$ cat config.mk
export PLATFORM = sky130hd
export DESIGN_NAME = pulse_qualifier
export DESIGN_NICKNAME = d
export VERILOG_FILES = /design/src/rtl/pulse_qual_pkg.sv /design/src/rtl/pulse_qual_sync.sv /design/src/rtl/pulse_qualifier.sv
export SDC_FILE = /design/constraint.sdc
export NUM_CORES = 1
export LEC_CHECK = 0
export ABC_AREA = 1
export CAP_MARGIN = 0
export CORE_MARGIN = 2
export CORE_UTILIZATION = 40
export DETAILED_ROUTE_END_ITERATION = 10
export GPL_ROUTABILITY_DRIVEN = 0
export SLEW_MARGIN = 20
export SYNTH_ARGS = -nofsm -noshare
export SYNTH_HDL_FRONTEND = slang
export SYNTH_SLANG_ARGS = --single-unit
$ cat constraint.sdc
create_clock -name clk -period 3.6 [get_ports clk]
set_input_delay 0.54 -clock clk [delete_from_list [all_inputs] [get_ports clk]]
set_output_delay 0.54 -clock clk [all_outputs]
set_load 0.005 [all_outputs]
$ cat src/rtl/pulse_qual_pkg.sv
// rtl/pulse_qual_pkg.sv - shared state encoding and width helper for pulse_qualifier
package pulse_qual_pkg;

  typedef enum logic [1:0] {
    IDLE = 2'd0,
    MEAS = 2'd1,
    LONG = 2'd2
  } pq_state_e;

  // Width needed for last_width: holds values up to MAX_WIDTH+1.
  function automatic int pq_width_w(input int max_width);
    return $clog2(max_width + 2);
  endfunction

endpackage

$ cat src/rtl/pulse_qual_sync.sv
// rtl/pulse_qual_sync.sv - two-flop synchronizer for an asynchronous din
module pulse_qual_sync (
  input  logic clk,
  input  logic rst_n,
  input  logic d_i,
  output logic q_o
);

  logic meta_q;
  logic sync_q;

  always_ff @(posedge clk or negedge rst_n) begin
    if (!rst_n) begin
      meta_q <= 1'b0;
      sync_q <= 1'b0;
    end else begin
      meta_q <= d_i;
      sync_q <= meta_q;
    end
  end

  assign q_o = sync_q;

endmodule

$ cat src/rtl/pulse_qualifier.sv
// rtl/pulse_qualifier.sv - width-qualifies a stretched pulse into a one-cycle event (PULSE_QUAL_SYNC_EN adds a din synchronizer)
module pulse_qualifier
  import pulse_qual_pkg::*;
#(
  parameter int MIN_WIDTH = 4,
  parameter int MAX_WIDTH = 15,
  parameter int CNT_W     = 8,
  localparam int WW       = pq_width_w(MAX_WIDTH)
) (
  input  logic             clk,
  input  logic             rst_n,
  input  logic             din,
  input  logic             clr,
  output logic             pulse_out,
  output logic             err_short,
  output logic             err_long,
  output logic             err_sticky,
  output logic             busy,
  output logic [WW-1:0]    last_width,
  output logic [CNT_W-1:0] event_cnt
);

  localparam logic [WW-1:0]    MIN_W   = WW'(MIN_WIDTH);
  localparam logic [WW-1:0]    MAX_W   = WW'(MAX_WIDTH);
  localparam logic [WW-1:0]    ONE_W   = WW'(1);
  localparam logic [CNT_W-1:0] ONE_CNT = CNT_W'(1);

  logic din_s;

`ifdef PULSE_QUAL_SYNC_EN
  pulse_qual_sync u_sync (
    .clk   (clk),
    .rst_n (rst_n),
    .d_i   (din),
    .q_o   (din_s)
  );
`else
  assign din_s = din;
`endif

  logic             din_q;
  pq_state_e        state_q, state_d;
  logic [WW-1:0]    w_cnt_q, w_cnt_d;
  logic [WW-1:0]    last_width_q, last_width_d;
  logic [CNT_W-1:0] event_cnt_q, event_cnt_d;
  logic             pulse_q, pulse_d;
  logic             short_q, short_d;
  logic             long_q, long_d;
  logic             sticky_q, sticky_d;
  logic             busy_q, busy_d;

  always_comb begin
    state_d      = state_q;
    w_cnt_d      = w_cnt_q;
    last_width_d = last_width_q;
    pulse_d      = 1'b0;
    short_d      = 1'b0;
    long_d       = 1'b0;
    case (state_q)
      IDLE: begin
        if (din_q) begin
          state_d = MEAS;
          w_cnt_d = ONE_W;
        end
      end
      MEAS: begin
        if (din_q) begin
          if (w_cnt_q < MAX_W) begin
            w_cnt_d = w_cnt_q + ONE_W;
          end else begin
            long_d  = 1'b1;
            state_d = LONG;
          end
        end else begin
          state_d = IDLE;
          if (w_cnt_q >= MIN_W) begin
            pulse_d      = 1'b1;
            last_width_d = w_cnt_q;
          end else begin
            short_d = 1'b1;
          end
        end
      end
      // Over-long pulse: ride it out silently until it drops.
      LONG: begin
        if (!din_q) state_d = IDLE;
      end
      default: state_d = IDLE;
    endcase

    // clr has priority over both the increment and a new error.
    if (clr)                                event_cnt_d = '0;
    else if (pulse_d && event_cnt_q != '1)  event_cnt_d = event_cnt_q + ONE_CNT;
    else                                    event_cnt_d = event_cnt_q;

    sticky_d = clr ? 1'b0 : (sticky_q | short_d | long_d);
    busy_d   = (state_d != IDLE);
  end

  always_ff @(posedge clk or negedge rst_n) begin
    if (!rst_n) begin
      din_q        <= 1'b0;
      state_q      <= IDLE;
      w_cnt_q      <= '0;
      last_width_q <= '0;
      event_cnt_q  <= '0;
      pulse_q      <= 1'b0;
      short_q      <= 1'b0;
      long_q       <= 1'b0;
      sticky_q     <= 1'b0;
      busy_q       <= 1'b0;
    end else begin
      din_q        <= din_s;
      state_q      <= state_d;
      w_cnt_q      <= w_cnt_d;
      last_width_q <= last_width_d;
      event_cnt_q  <= event_cnt_d;
      pulse_q      <= pulse_d;
      short_q      <= short_d;
      long_q       <= long_d;
      sticky_q     <= sticky_d;
      busy_q       <= busy_d;
    end
  end

  assign pulse_out  = pulse_q;
  assign err_short  = short_q;
  assign err_long   = long_q;
  assign err_sticky = sticky_q;
  assign busy       = busy_q;
  assign last_width = last_width_q;
  assign event_cnt  = event_cnt_q;

endmodule

==> run metrics, run 1 <==
Synth Net Count=162; #FFs+latches synth=26; GRT Total Usage=16.6%; Post-Synth Adder-Cell Area=2.93%; RSZ-0062 raised after global routing=no; largest family of logic cells by synthesized area=simple AND/OR/NAND/NOR gates; P_sw=0.000147 W; Cell Area, Synth=1280 sq um; port buffer count=21; initial antenna violation count=0; PwrDens=364 nW/um^2; most frequent cells in the layout=47 x nand2_1, 26 x dfrtp_1, 20 x clkdlybuf4s50_1; Setup Viol. Count Final=0; R2R Setup Slk=2.06 ns; Critical Path End=event_cnt[2]; NumNets Final=186; slowest CP cell=clkdlybuf4s50_1; post-synthesis xor/xnor area fraction=2.05%; Clk Tree Root Cell=clkbuf_4; sw frac=25.7%; pin count of the biggest net entering global routing=27; Crit. Startpoint=event_cnt[2]; Detail Route Antenna Nets=0; clock buffer depth=2; Setup TNS Final=0 ns; Int Pwr=0.000423 W; Num CTS Buffers=3; die area=3670 sq um; die width=60.6 um; first-pass GRT wire length=4.62 mm; critical path class=register to output pin; via-per-instance ratio=4.70; Cell Rows=20; drt wl/cell=11.3 um; TritonCTS clock tree=built; post-layout min period=1.87 ns; post-CTS sizing=0; Initial DRC Count=39; crit path launch type=register; vias=1043; fmax=533 MHz; Clock Power Share=25.6%; Syn-to-layout area delta=22.4%; Worst Reg-to-Reg Cells=7; Final Hold Viols=0; vias in the first global route=1032; CP max FO=7; clk sinks=26; I/O pin total=22; register area share after synthesis=50.8%; Pre-antenna DRT Iters=4; mux contribution to synthesized area=0%; Crit path max-delay family=buffers and inverters; Remaining DRCs=0; Buf+Inv Stages, Crit Path=1; cts hold-fix bufs=0; commonest non-fill, non-tap cell in the layout=nand2_1; Slew Limit Fails=0; H-tree levels=1; placed cells=218; outcome=finished, final reports clean; Critical Path Sink Type=output pin; Synth Area in Simple Gates=32.0%; total grt overflow=0; max_slew headroom=61.0%; worst-margin pin slew=0.586 ns; # diodes=0; Yosys cell types=20; Core Util, Final=51.4%; Synth Warn #=0; hpwl dp=1.88 mm; die height=60.6 um; logic gate share of total power=16.1%; layout cell share with drive strength beyond 1=11.8%; Max IR drop VDD=169 uV; Fillers=331; Final Non-Filler Cells=222; Core ar.=3050 sq um; Max-Cap Viols=0; Worst-path clk slew=0.14 ns; Hold Crit Class=input port to async pin; Largest stage delay, worst path=0.54 ns; Post-Route WL=2.51 mm; critical-path cell list=clkdlybuf4s50_1; clk_skew=0.00260 ns; Worst EP required=3.06 ns; worst reg2reg path startpoint=event_cnt[0]; Starting Density=42.0%; post-CTS setup repair buffer count=0; Final period util=52.1%; Clock Latency Late Sink=0.31 ns; LEAKAGE=0.787 nW; area fraction in compound gates after synthesis=5.27%; Cells after Synth=155; Synth Area per Inst=8.27 sq um; Reg power frac=58.3%; CP Depth=1; Worst R2R End=event_cnt[4]; Worst Path Arrival=1.33 ns
==> logic make-up after synthesis <==
logic type | count (synthesis)
and+or+nand+nor | 87
xor gates and xnor gates | 3
AOI/OAI and AO/OA | 13
buffers and inverters | 23
adders and majority gates | 3
DFF | 26
==> cells in the mapped netlist <==
master / count / area [sq um]
nor2_1: 8 / 30.0
buf_2: 2 / 10.0
nand3_2: 1 / 10.0
nand3_1: 11 / 55.1
nor3_1: 1 / 5.00
a21oi_1: 2 / 10.0
o21ai_0: 5 / 25.0
inv_1: 17 / 63.8
or2_2: 1 / 6.26
nand4_1: 8 / 50.1
ha_1: 3 / 37.5
o21ai_1: 5 / 25.0
nand2_1: 47 / 176
o31ai_1: 1 / 7.51
nor2_4: 3 / 33.8
nor2_2: 3 / 18.8
dfrtp_1: 26 / 651
inv_2: 4 / 15.0
xor2_1: 3 / 26.3
nand2_2: 4 / 25.0
==> stage by stage <==
stage	area [sq um]	worst slack [ns]	power, W	hold slack, ns
after floorplan	1280	2.28	0.000379	0.244
after global placement	1540	1.66	0.000429	0.483
after detailed placement	1530	2.01	0.000431	0.490
after CTS	1570	1.70	0.000579	0.217
after global routing	1570	1.65	0.000608	0.233
final	1570	1.73	0.000570	0.203
==> worst min path at each step <==
stage                     to           from
2_1_floorplan           busy          rst_n
3_3_place_gp   last_width[0]  last_width[0]
3_5_place_dp   last_width[0]  last_width[0]
4_1_cts             err_long          rst_n
5_1_grt         event_cnt[5]          rst_n
6_report            err_long          rst_n
==> registers in the layout (all words and copies together) (netlist names) <==
| name | flops |
|---|---|
| w_cnt_q | 5 |
| last_width | 5 |
| err_long | 1 |
| event_cnt | 8 |
| err_short | 1 |
| state_q | 2 |
| pulse_out | 1 |
| err_sticky | 1 |
| busy | 1 |
| din_q | 1 |
==> power groups by stage <==
stage	logic (W)	registers (W)	clock network, W
after floorplan	0.0000447	0.000334	0
after global placement	0.0000923	0.000337	0
after detailed placement	0.0000935	0.000338	0
after CTS	0.0000942	0.000332	0.000153
after global routing	0.000104	0.000337	0.000166
final	0.0000920	0.000332	0.000146
==> final cells by class <==
cell class                      count  area (sq um)  share of cell area [%]
Inverter                           21          78.8                    5.03
Clock buffer                        4          36.3                    2.31
Timing Repair Buffer               21           205                    13.1
Multi-Input combinational cell    106           542                    34.6
Sequential cell                    26           651                    41.5
Tap cell                           44          55.1                    3.51
==> layer usage <==
layer  wire (um)  global-route usage, %  share of wire [%]
met2        1280                   28.4                 51
met1        1150                   21.9                 46
met4          17                   4.66               0.68
met5           0                      0                  0
met3          51                   2.56                2.0
Power figures use the tool's default switching activity.
==> run 2: changes to the inputs <==
==> constraint.sdc (replaced) <==
create_clock -name clk -period 1.9 [get_ports clk]
set_input_delay 0.285 -clock clk [delete_from_list [all_inputs] [get_ports clk]]
set_output_delay 0.285 -clock clk [all_outputs]
set_load 0.005 [all_outputs]
==> run 2 against run 1 <==
Die area is the same. Critical path type unchanged. First-iteration DRC count grew 77%. Register-to-register slack lost 1.6 ns. Worst setup slack lost 1.5 ns. Count of clock-buffer cells in the layout shrank 1. Highest routed layer unchanged.
==> run metrics, run 2 (synthesis results as in run 1) <==
Top Usage Layer GRT=met2; vias in the first global route=1036 (+0.39%); I/O pin total=22 (unchanged); Hold Crit Class=input port to async pin; Max-Cap Viols=0 (unchanged); H-tree levels=1 (unchanged); Reg area=651 sq um (unchanged); Critical Path Sink Type=output pin; Largest stage delay, worst path=0.55 ns (about the same); Syn-to-layout area delta=22.3% (about the same); Setup Viol. Count Final=0 (unchanged); worst-margin pin slew=0.325 ns (-0.261 ns); met3 Use GR=1.92% (-0.64 points); Final Hold Viols=0 (unchanged); clock buffer depth=2 (unchanged); # diodes=0 (unchanged); drt wl/cell=10.8 um (-4.1%); Slew Limit Fails=0 (unchanged); critical-path cell list=clkdlybuf4s50_1; crit path launch type=register; die area=3670 sq um (unchanged); critical path class=register to output pin; vias=1064 (+2.0%); PwrDens=656 nW/um^2 (+81%); post-layout min period=1.63 ns; GR Util met2=26.6% (-1.8 points); Pre-antenna DRT Iters=4 (unchanged); die height=60.6 um (unchanged); Starting Density=42.0% (unchanged); cts hold-fix bufs=0 (unchanged); Setup TNS Final=0 ns (unchanged); pin count of the biggest net entering global routing=27 (unchanged); die width=60.6 um (unchanged); Remaining DRCs=0 (unchanged); layout cell share with drive strength beyond 1=11.2% (-0.56 points); outcome=finished, final reports clean; Initial DRC Count=69 (+77%); RSZ-0062 raised after global routing=no; slowest CP cell=clkdlybuf4s50_1; post-CTS setup repair buffer count=0 (unchanged); Core ar.=3050 sq um (unchanged); fmax=615 MHz; initial antenna violation count=0 (unchanged); NumNets Final=187 (+0.54%); Multi-input gate area=542 sq um (unchanged); CP max FO=7 (unchanged); GRT Total Usage=15.6% (-0.98 points); hpwl dp=1.83 mm (-2.6%); Max IR drop VDD=446 uV (+160%); first-pass GRT wire length=4.31 mm (-6.7%); max_slew headroom=78.3% (+17 points); commonest non-fill, non-tap cell in the layout=nand2_1; Worst Path Arrival=1.34 ns (about the same); Fillers=322 (-2.7%); Final period util=85.6%; Num CTS Buffers=3 (unchanged); Cell Rows=20 (unchanged); Worst-path clk slew=0.13 ns (about the same); global-route track usage on met1=19.9% (-2.0 points); total power=0.00103 W (+80%); post-CTS sizing=0 (unchanged); via-per-instance ratio=4.79 (+2.0%); total grt overflow=0 (unchanged); Clk Tree Root Cell=clkbuf_4; Buf+Inv Stages, Crit Path=1 (unchanged); clk sinks=26 (unchanged); port buffer count=21 (unchanged); max reg flops=8 (unchanged); Detail Route Antenna Nets=0 (unchanged); TritonCTS clock tree=built; Core Util, Final=51.3% (about the same); Clock Latency Late Sink=0.31 ns (about the same); LEAKAGE=0.784 nW (-0.31%); Crit path max-delay family=buffers and inverters; most frequent cells in the layout=47 x nand2_1, 26 x dfrtp_1, 21 x clkdlybuf4s50_1; clk_skew=0.00489 ns (+0.00229 ns); Post-Route WL=2.40 mm (-4.1%); Worst EP required=1.62 ns (-1.44 ns)
-- run 2: final timing paths --
kind	from	endpoint	slack, ns	cells past startpoint
worst max-delay path	event_cnt[2]	event_cnt[2]	0.27	1
min in group clk	din	din_q	0.40	1
worst min-delay path	rst_n	err_long	0.33	2
worst min register to register	last_width[3]	last_width[3]	0.52	2
worst max register to register	event_cnt[0]	event_cnt[4]	0.42	7
max in group asynchronous	rst_n	w_cnt_q[2]	1.33	2
-- run 2: cell type report --
| cell class | instances | share of cell area [%] |
|---|---|---|
| clock buffer | 3 | 1.44 |
| inverter | 21 | 5.03 |
| multi-input combinational | 106 | 34.6 |
| sequential | 26 | 41.5 |
| tap | 44 | 3.51 |
| timing repair buffer | 22 | 13.9 |
-- run 2: routing by layer --
| metal | wire length [um] | vias to the layer above |
|---|---|---|
| met2 | 1210 | 24 |
| met5 | 0 | - |
| met1 | 1080 | 499 |
| met4 | 20 | 0 |
| li1 | - | 539 |
| met3 | 91 | 2 |
-- run 2: through the flow --
| step | hold slack, ns | instance area [sq um] | setup slack (ns) | std cells |
|---|---|---|---|---|
| 4_1_cts | 0.332 | 1570 | 0.248 | 222 |
| 2_1_floorplan | -0.0106 | 1280 | 0.577 | 155 |
| 5_1_grt | 0.329 | 1570 | 0.184 | 222 |
| 3_5_place_dp | 0.486 | 1540 | 0.442 | 219 |
| 6_report | 0.325 | 1570 | 0.273 | 222 |
| 3_3_place_gp | 0.496 | 1540 | 0.481 | 219 |
-- run 2: report_power, final --
part           switching, W  internal, W  leakage, nW  total (W)
sequential        0.0000349     0.000595        0.348   0.000630
combinational     0.0000823    0.0000924        0.422   0.000175
clock              0.000149    0.0000740       0.0138   0.000223
